[config.mk]
export PLATFORM = sky130hd
export DESIGN_NAME = sim_sweep_scheduler_flat
export DESIGN_NICKNAME = d
export VERILOG_FILES = /design/src/rtl/sim_sweep_scheduler_pkg.sv /design/src/rtl/sim_sweep_scheduler_if.sv /design/src/rtl/sim_sweep_scheduler_raster_counter.sv /design/src/rtl/sim_sweep_scheduler.sv /design/src/flat_wrapper.sv
export SDC_FILE = /design/constraint.sdc
export NUM_CORES = 1
export LEC_CHECK = 0
export ABC_AREA = 1
export CORE_ASPECT_RATIO = 2
export CORE_MARGIN = 1.5
export CORE_UTILIZATION = 44
export CTS_CLUSTER_SIZE = 10
export DETAILED_ROUTE_END_ITERATION = 16
export PLACE_DENSITY = 0.69
export SLEW_MARGIN = 40
export SYNTH_ARGS = -nofsm -noshare
export SYNTH_HDL_FRONTEND = slang
export SYNTH_HIERARCHICAL = 1
export SYNTH_SLANG_ARGS = --single-unit
[constraint.sdc]
create_clock -name newLocClock -period 3.8 [get_ports newLocClock]
set_input_delay 0.57 -clock newLocClock [delete_from_list [all_inputs] [get_ports newLocClock]]
set_output_delay 0.57 -clock newLocClock [all_outputs]
set_load 0.1 [all_outputs]
[src/rtl/sim_sweep_scheduler_pkg.sv]
`default_nettype none
// ============================================================================
//  Module      : sim_sweep_scheduler_pkg
//  Description : Shared geometry defaults and sweep FSM state encoding for the
//                raster-sweep scheduler.
//  Revision    : 1.0 - initial release
// ============================================================================
package sim_sweep_scheduler_pkg;

    localparam int X_bits     = 8;
    localparam int Y_bits     = 8;
    localparam int X_MAX      = 159;
    localparam int Y_MAX      = 119;
    localparam int PIPE_DEPTH = 2;
    localparam int FRAME_bits = 16;

    typedef enum logic [2:0] {
        S_IDLE  = 3'd0,
        S_PRIME = 3'd1,
        S_SWEEP = 3'd2,
        S_DRAIN = 3'd3,
        S_DONE  = 3'd4
    } sweep_state_t;

endpackage
`default_nettype wire

[src/rtl/sim_sweep_scheduler_if.sv]
`default_nettype none
// ============================================================================
//  Module      : sim_sweep_scheduler_if
//  Description : Control and location bus between the simulation top and the
//                sweep scheduler.
//  Revision    : 1.0 - initial release
// ============================================================================
interface sim_sweep_scheduler_if #(
    parameter int X_bits     = sim_sweep_scheduler_pkg::X_bits,
    parameter int Y_bits     = sim_sweep_scheduler_pkg::Y_bits,
    parameter int FRAME_bits = sim_sweep_scheduler_pkg::FRAME_bits
);
    logic                  game_tick;
    logic                  RUN;
    logic                  PAUSE;
    logic                  STEP;
    logic                  hold;
    logic                  clear_overrun;
    logic [X_bits-1:0]     viewLoc_x;
    logic [Y_bits-1:0]     viewLoc_y;
    logic [X_bits-1:0]     writeLoc_x;
    logic [Y_bits-1:0]     writeLoc_y;
    logic                  write_flag;
    logic                  sweep_busy;
    logic                  sweep_done;
    logic [FRAME_bits-1:0] frame_count;
    logic                  overrun;

    modport master (
        output game_tick, RUN, PAUSE, STEP, hold, clear_overrun,
        input  viewLoc_x, viewLoc_y, writeLoc_x, writeLoc_y,
        input  write_flag, sweep_busy, sweep_done, frame_count, overrun
    );

    modport slave (
        input  game_tick, RUN, PAUSE, STEP, hold, clear_overrun,
        output viewLoc_x, viewLoc_y, writeLoc_x, writeLoc_y,
        output write_flag, sweep_busy, sweep_done, frame_count, overrun
    );
endinterface
`default_nettype wire

[src/rtl/sim_sweep_scheduler_raster_counter.sv]
`default_nettype none
// ============================================================================
//  Module      : raster_counter
//  Description : x/y raster wrap counter. x runs 0..X_MAX, then y steps;
//                after (X_MAX,Y_MAX) both return to 0 and wrap pulses.
//  Revision    : 1.0 - initial release
// ============================================================================
module raster_counter #(
    parameter int X_bits = sim_sweep_scheduler_pkg::X_bits,
    parameter int Y_bits = sim_sweep_scheduler_pkg::Y_bits,
    parameter int X_MAX  = sim_sweep_scheduler_pkg::X_MAX,
    parameter int Y_MAX  = sim_sweep_scheduler_pkg::Y_MAX
) (
    input  wire logic              clk,
    input  wire logic              rst,
    input  wire logic              en,
    input  wire logic              clr,
    output logic [X_bits-1:0]      x,
    output logic [Y_bits-1:0]      y,
    output logic                   wrap
);
    import sim_sweep_scheduler_pkg::*;

    localparam logic [X_bits-1:0] c_X_LAST = X_bits'(X_MAX);
    localparam logic [Y_bits-1:0] c_Y_LAST = Y_bits'(Y_MAX);

    logic [X_bits-1:0] r_x;
    logic [Y_bits-1:0] r_y;
    logic              w_x_last;
    logic              w_y_last;

    assign w_x_last = (r_x == c_X_LAST);
    assign w_y_last = (r_y == c_Y_LAST);
    assign wrap     = en & w_x_last & w_y_last;
    assign x        = r_x;
    assign y        = r_y;

    // Advance one cell in raster order when enabled; clear has priority.
    always_ff @(posedge clk or posedge rst) begin
        if (rst) begin
            r_x <= '0;
            r_y <= '0;
        end else if (clr) begin
            r_x <= '0;
            r_y <= '0;
        end else if (en) begin
            if (w_x_last) begin
                r_x <= '0;
                r_y <= w_y_last ? '0 : r_y + 1'b1;
            end else begin
                r_x <= r_x + 1'b1;
            end
        end
    end
endmodule
`default_nettype wire

[src/rtl/sim_sweep_scheduler.sv]
`default_nettype none
// ============================================================================
//  Module      : sim_sweep_scheduler
//  Description : Launches one raster sweep per accepted tick. The view counter
//                leads the write counter by PIPE_DEPTH cells; supports pause,
//                single-step, stall (hold) and sticky overrun reporting.
//  Revision    : 1.0 - initial release
// ============================================================================
module sim_sweep_scheduler #(
    parameter int X_bits     = sim_sweep_scheduler_pkg::X_bits,
    parameter int Y_bits     = sim_sweep_scheduler_pkg::Y_bits,
    parameter int X_MAX      = sim_sweep_scheduler_pkg::X_MAX,
    parameter int Y_MAX      = sim_sweep_scheduler_pkg::Y_MAX,
    parameter int PIPE_DEPTH = sim_sweep_scheduler_pkg::PIPE_DEPTH,
    parameter int FRAME_bits = sim_sweep_scheduler_pkg::FRAME_bits
) (
    input  wire logic              newLocClock,
    input  wire logic              RESET_SIM,
    sim_sweep_scheduler_if.slave   bus
);
    import sim_sweep_scheduler_pkg::*;

    // Last value of the prime counter before the sweep proper begins.
    localparam logic [2:0] c_DEPTH_LAST = 3'(PIPE_DEPTH - 1);

    sweep_state_t          r_state;
    sweep_state_t          w_state_next;
    logic [2:0]            r_depth;
    logic [2:0]            w_depth_next;
    logic [FRAME_bits-1:0] r_frame;
    logic                  r_overrun;
    logic                  w_launch;
    logic                  w_overrun_set;
    logic                  w_view_en;
    logic                  w_write_en;
    logic                  w_clr;
    logic                  w_view_wrap;
    logic                  w_write_wrap;

    // A launch needs RUN, no stall, and a tick or step matching PAUSE.
    assign w_launch = (r_state == S_IDLE) & bus.RUN & ~bus.hold &
                      ((bus.game_tick & ~bus.PAUSE) | (bus.STEP & bus.PAUSE));

    // Any request outside IDLE (DONE included) is dropped and flagged.
    assign w_overrun_set = (bus.game_tick | bus.STEP) & (r_state != S_IDLE);

    raster_counter #(
        .X_bits (X_bits), .Y_bits (Y_bits), .X_MAX (X_MAX), .Y_MAX (Y_MAX)
    ) u_view (
        .clk  (newLocClock), .rst (RESET_SIM), .en (w_view_en), .clr (w_clr),
        .x    (bus.viewLoc_x), .y (bus.viewLoc_y), .wrap (w_view_wrap)
    );

    raster_counter #(
        .X_bits (X_bits), .Y_bits (Y_bits), .X_MAX (X_MAX), .Y_MAX (Y_MAX)
    ) u_write (
        .clk  (newLocClock), .rst (RESET_SIM), .en (w_write_en), .clr (w_clr),
        .x    (bus.writeLoc_x), .y (bus.writeLoc_y), .wrap (w_write_wrap)
    );

    // State and prime-depth registers.
    always_ff @(posedge newLocClock or posedge RESET_SIM) begin
        if (RESET_SIM) begin
            r_state <= S_IDLE;
            r_depth <= '0;
        end else begin
            r_state <= w_state_next;
            r_depth <= w_depth_next;
        end
    end

    // Next-state and counter enables; a held cycle leaves everything frozen.
    always_comb begin
        w_state_next = r_state;
        w_depth_next = r_depth;
        w_view_en    = 1'b0;
        w_write_en   = 1'b0;
        w_clr        = 1'b0;
        if (!bus.hold) begin
            case (r_state)
                S_IDLE: begin
                    if (w_launch) begin
                        w_state_next = S_PRIME;
                        w_depth_next = '0;
                        w_clr        = 1'b1;
                    end
                end
                S_PRIME: begin
                    w_view_en = 1'b1;
                    if (r_depth == c_DEPTH_LAST) begin
                        w_state_next = S_SWEEP;
                        w_depth_next = '0;
                    end else begin
                        w_depth_next = r_depth + 3'd1;
                    end
                end
                S_SWEEP: begin
                    w_view_en  = 1'b1;
                    w_write_en = 1'b1;
                    if (w_view_wrap) begin
                        w_state_next = S_DRAIN;
                    end
                end
                S_DRAIN: begin
                    w_write_en = 1'b1;
                    if (w_write_wrap) begin
                        w_state_next = S_DONE;
                    end
                end
                S_DONE: begin
                    w_state_next = S_IDLE;
                end
                default: begin
                    w_state_next = S_IDLE;
                end
            endcase
        end
    end

    // Completed-sweep counter; a held DONE waits for the stall to clear.
    always_ff @(posedge newLocClock or posedge RESET_SIM) begin
        if (RESET_SIM) begin
            r_frame <= '0;
        end else if ((r_state == S_DONE) && !bus.hold) begin
            r_frame <= r_frame + 1'b1;
        end
    end

    // Sticky overrun; a new overrun beats a simultaneous clear.
    always_ff @(posedge newLocClock or posedge RESET_SIM) begin
        if (RESET_SIM) begin
            r_overrun <= 1'b0;
        end else if (w_overrun_set) begin
            r_overrun <= 1'b1;
        end else if (bus.clear_overrun) begin
            r_overrun <= 1'b0;
        end
    end

    assign bus.write_flag  = w_write_en;
    assign bus.sweep_busy  = (r_state != S_IDLE);
    assign bus.sweep_done  = (r_state == S_DONE) & ~bus.hold;
    assign bus.frame_count = r_frame;
    assign bus.overrun     = r_overrun;
endmodule
`default_nettype wire
[src/flat_wrapper.sv]
// flat-port wrapper written by rule: the top's interface ports become plain ports
module sim_sweep_scheduler_flat import sim_sweep_scheduler_pkg::*;
#(
    parameter int X_bits     = sim_sweep_scheduler_pkg::X_bits,
    parameter int Y_bits     = sim_sweep_scheduler_pkg::Y_bits,
    parameter int X_MAX      = sim_sweep_scheduler_pkg::X_MAX,
    parameter int Y_MAX      = sim_sweep_scheduler_pkg::Y_MAX,
    parameter int PIPE_DEPTH = sim_sweep_scheduler_pkg::PIPE_DEPTH,
    parameter int FRAME_bits = sim_sweep_scheduler_pkg::FRAME_bits
)
  (newLocClock, RESET_SIM, bus_game_tick, bus_RUN, bus_PAUSE, bus_STEP, bus_hold, bus_clear_overrun, bus_viewLoc_x, bus_viewLoc_y, bus_writeLoc_x, bus_writeLoc_y, bus_write_flag, bus_sweep_busy, bus_sweep_done, bus_frame_count, bus_overrun);
  sim_sweep_scheduler_if #(.X_bits(X_bits), .Y_bits(Y_bits), .FRAME_bits(FRAME_bits)) bus_i ();
  input  wire logic newLocClock;
  input  wire logic RESET_SIM;
  input wire logic [$bits(bus_i.game_tick)-1:0] bus_game_tick;
  input wire logic [$bits(bus_i.RUN)-1:0] bus_RUN;
  input wire logic [$bits(bus_i.PAUSE)-1:0] bus_PAUSE;
  input wire logic [$bits(bus_i.STEP)-1:0] bus_STEP;
  input wire logic [$bits(bus_i.hold)-1:0] bus_hold;
  input wire logic [$bits(bus_i.clear_overrun)-1:0] bus_clear_overrun;
  output wire logic [$bits(bus_i.viewLoc_x)-1:0] bus_viewLoc_x;
  output wire logic [$bits(bus_i.viewLoc_y)-1:0] bus_viewLoc_y;
  output wire logic [$bits(bus_i.writeLoc_x)-1:0] bus_writeLoc_x;
  output wire logic [$bits(bus_i.writeLoc_y)-1:0] bus_writeLoc_y;
  output wire logic [$bits(bus_i.write_flag)-1:0] bus_write_flag;
  output wire logic [$bits(bus_i.sweep_busy)-1:0] bus_sweep_busy;
  output wire logic [$bits(bus_i.sweep_done)-1:0] bus_sweep_done;
  output wire logic [$bits(bus_i.frame_count)-1:0] bus_frame_count;
  output wire logic [$bits(bus_i.overrun)-1:0] bus_overrun;
  assign bus_i.game_tick = bus_game_tick;
  assign bus_i.RUN = bus_RUN;
  assign bus_i.PAUSE = bus_PAUSE;
  assign bus_i.STEP = bus_STEP;
  assign bus_i.hold = bus_hold;
  assign bus_i.clear_overrun = bus_clear_overrun;
  assign bus_viewLoc_x = bus_i.viewLoc_x;
  assign bus_viewLoc_y = bus_i.viewLoc_y;
  assign bus_writeLoc_x = bus_i.writeLoc_x;
  assign bus_writeLoc_y = bus_i.writeLoc_y;
  assign bus_write_flag = bus_i.write_flag;
  assign bus_sweep_busy = bus_i.sweep_busy;
  assign bus_sweep_done = bus_i.sweep_done;
  assign bus_frame_count = bus_i.frame_count;
  assign bus_overrun = bus_i.overrun;
  sim_sweep_scheduler #(.X_bits(X_bits), .Y_bits(Y_bits), .X_MAX(X_MAX), .Y_MAX(Y_MAX), .PIPE_DEPTH(PIPE_DEPTH), .FRAME_bits(FRAME_bits)) u_core (.newLocClock(newLocClock), .RESET_SIM(RESET_SIM), .bus(bus_i));
endmodule
==> flow_metrics.py <==
metrics = {
    "critical_path": {
        "endpoint": "bus_sweep_done",
        "crit_family": "buffers and inverters",
        "rr_worst_depth": 12,
        "startpoint_type": "primary input",
        "regToRegSetupSlack_ps": 1340,
        "worstSetupPathType": "primary input to output port",
        "cp_data_required_time_ps": 3230,
        "cp.arrival_ps": 1930,
        "critPathLaunch": "bus_hold",
        "cp_cell_sequence": "clkdlybuf4s50_1 > inv_1 > nand2_2 > nor2_2 > buf_4 > buf_4",
        "worstSetupEndpointType": "output port",
        "slowest_stage": "clkdlybuf4s50_1",
        "rr_endpoint": "u_core/r_state[1]",
        "crit_cells": 6,
        "worst_path_most_repeated_cell": "buf_4",
        "regToRegStartpoint": "u_core/r_state[2]",
        "cp_num_buf_inv": 4,
        "crit_fanout": 11,
        "critPathMaxStageDelay_ps": 550,
    },
    "cells_and_area": {
        "n_fill_cell": 746,
        "fin_area_um2": 3900,
        "diodes": 0,
        "drive_above_1_share_pct": 22.3,
        "nNetsFinal": 528,
        "multi_input_area_um2": 1660,
        "post-route-util_pct": 53.7,
        "regArea_um2": 1380,
        "area_growth_pct": 17.2,
        "finalNonFillerCells": 608,
    },
    "floorplan": {
        "chipWidth_um": 64.5,
        "die_area_um2": 8120,
        "start_util_pct": 45.8,
        "boundaryPins": 60,
        "core_um2": 7270,
        "fp-row-count": 44,
        "die-height_um": 126,
    },
    "global_route": {
        "grt_max_degree": 24,
        "grt.overflow.total": 0,
        "grt.total_usage_pct": 20.4,
        "antenna_found_initial": 0,
        "grt_pass1_vias": 3033,
        "grt_pass1_wl_um": 13200,
    },
    "cts": {
        "clock_path_buffers": 2,
        "cts_resized": 0,
        "htree_levels": 2,
        "numCtsBuffers": 5,
        "clock-root-buffer": "clkbuf_16",
        "holdBufCountCts": 0,
        "postCtsSetupRepairBufs": 0,
        "cts_tree": "built",
        "numClockSinks": 55,
        "clk_pin_slew_ps": 70,
        "clk_latency_ps": 290,
    },
    "synth": {
        "yosysWarnings": 6,
        "synth_area_um2": 3330,
        "ys_seq_elements": 55,
        "ys_seq_area_share_pct": 41.4,
        "ys_types": 31,
        "syn-mean-instance-area_um2": 7.36,
        "syn_nets": 465,
        "synthCells": 452,
    },
    "timing": {
        "relSlewSlack_pct": 50.7,
        "fin_ws_ps": 1300,
        "slew_viol_final": 0,
        "finalSetupViolations": 0,
        "period_needed_ps": 2500,
        "finalSetupTns_ps": 0,
        "min_period_over_period_pct": 65.9,
        "finalHoldViolations": 0,
        "rsz0062_at_grt": "false",
        "fmax_mhz": 399,
        "skew_ps": 4.32,
        "tightestPinTransition_ps": 737,
    },
    "detailed_routing": {
        "drt-total-wl_um": 7800,
        "vias": 3068,
        "drc": 0,
        "vias_per_cell": 5.05,
        "wl_per_cell_um": 12.8,
        "ant_nets": 0,
        "drt_pass1_iterations": 4,
        "first_iter_violations": 139,
    },
    "place": {
        "placed_area_um2": 3760,
        "portBuffers": 59,
        "place_ws_ps": 1040,
        "post-dp-hpwl_um": 6030,
        "dp_cells": 600,
        "finalWeightedCongestion": 0.882,
    },
    "power": {
        "p_leak_nw": 2.15,
        "peakVddDrop_mv": 0.526,
        "powerDensity_nw_per_um2": 673,
    },
    "run_status": {
        "status": "finished clean",
    },
    "hold_path": {
        "min_path_type": "flip-flop to flip-flop",
    },
    "flow_run": {
        "max_cap_violations": 0,
    },
}
==> report_power, final <==
part | leakage [nW] | internal (mW) | switching (mW)
clock | 0.0669 | 0.244 | 0.214
combinational | 1.37 | 0.234 | 1.10
sequential | 0.718 | 0.697 | 0.137
==> registers in the layout, summed over array words and instances (netlist names) <==
signal,flops
u_core/r_depth,3
u_core/bus.frame_count,16
u_core/u_view/x,8
u_core/u_view/y,8
u_core/r_state,3
u_core/bus.overrun,1
u_core/u_write/y,8
u_core/u_write/x,8
==> per-stage QoR <==
| stage | hold slack (ps) | power, mW |
|---|---|---|
| finish | 505 | 2.62 |
| global route | 534 | 2.75 |
| CTS | 507 | 2.64 |
| detailed placement | 490 | 2.18 |
| global placement | 478 | 2.27 |
| floorplan | 484 | 1.95 |
==> final cells by class <==
cell class | count | area share, %
clock buffers | 6 | 3.31
clock inverters | 2 | 0.321
inverters | 68 | 6.55
well taps | 92 | 2.95
repair buffers | 61 | 8.99
flip-flops and latches | 55 | 35.3
multi-input cells | 324 | 42.6
==> layer usage <==
layer	routed length, µm	global-route usage [%]	vias to the layer above
met5	0	0	-
li1	-	-	1539
met1	2940	21.6	1434
met4	190	9.26	0
met2	4410	38.6	81
met3	260	2.68	14
==> cells in the mapped netlist <==
cell      count  area, µm²
nand2_1     142        533
dfrtp_1      55       1380
inv_1        50        188
nor2_1       41        154
nand3_1      33        165
inv_2        17       63.8
a21oi_1      13       65.1
nand4_1      12       75.1
nor2_2       12       75.1
o21ai_1       9       45.0
xnor2_1       9       78.8
nor3_1        8       40.0
nand2_2       7       43.8
xor2_1        7       61.3
ha_1          5       62.6
o21ai_0       5       25.0
buf_4         3       22.5
nand2_4       3       33.8
nand3b_1      3       22.5
nor2_4        3       33.8
nand2_8       2       40.0
nand3_2       2       20.0
nor3_2        2       20.0
nor3b_2       2       25.0
buf_2         1       5.00
buf_6         1       11.3
clkinv_1      1       3.75
nor3_4        1       16.3
o211ai_1      1       7.51
or2_0         1       6.26
or2_2         1       6.26
==> worst reg2reg max path, delay by kind of cell, from the launching register on <==
family	cells	cell delay (ps)
flops	1	500
compound gates	1	490
buf+inv	1	80
simple gates	10	1330
==> how the worst min path moves through the flow <==
stage	from	end	cells after the start
after detailed placement	u_core/bus.frame_count[15]	u_core/bus.frame_count[15]	2
after floorplan	RESET_SIM	u_core/u_view/x[0]	1
after CTS	u_core/bus.frame_count[15]	u_core/bus.frame_count[15]	2
final	u_core/bus.frame_count[15]	u_core/bus.frame_count[15]	2
after global placement	u_core/bus.frame_count[15]	u_core/bus.frame_count[15]	2
after global routing	u_core/bus.frame_count[15]	u_core/bus.frame_count[15]	2
==> logic make-up (layout without fill, tap and decap cells) <==
family | Yosys count | after routing | share of synthesized area (%)
buffers and inverters | 73 | 137 | 8.84
XOR/XNOR | 16 | 16 | 4.21
AO/OA/AOI/OAI | 28 | 28 | 4.29
AND/OR/NAND/NOR | 275 | 275 | 39.4
adder cells (fa/ha/maj) | 5 | 5 | 1.88
flip-flops | 55 | 55 | 41.4
==> cell usage in the layout (no fill, tap or decap), types with 2 or more instances in the layout <==
master,instances
nor3_2,3
xor2_1,7
inv_2,18
nor3_1,7
a21oi_1,13
inv_1,49
nor3b_2,2
nor2_2,12
nand2_1,142
nand2_2,7
ha_1,5
buf_4,4
nand3b_1,3
nand2_8,2
clkdlybuf4s50_1,7
clkbuf_16,5
dfrtp_1,55
xnor2_1,9
nor2_1,41
o21ai_0,5
nor2_4,3
nand4_1,12
buf_2,50
nand3_2,2
nand2_4,3
o21ai_1,9
nand3_1,33
No activity file was read; power rests on OpenSTA's default activity.
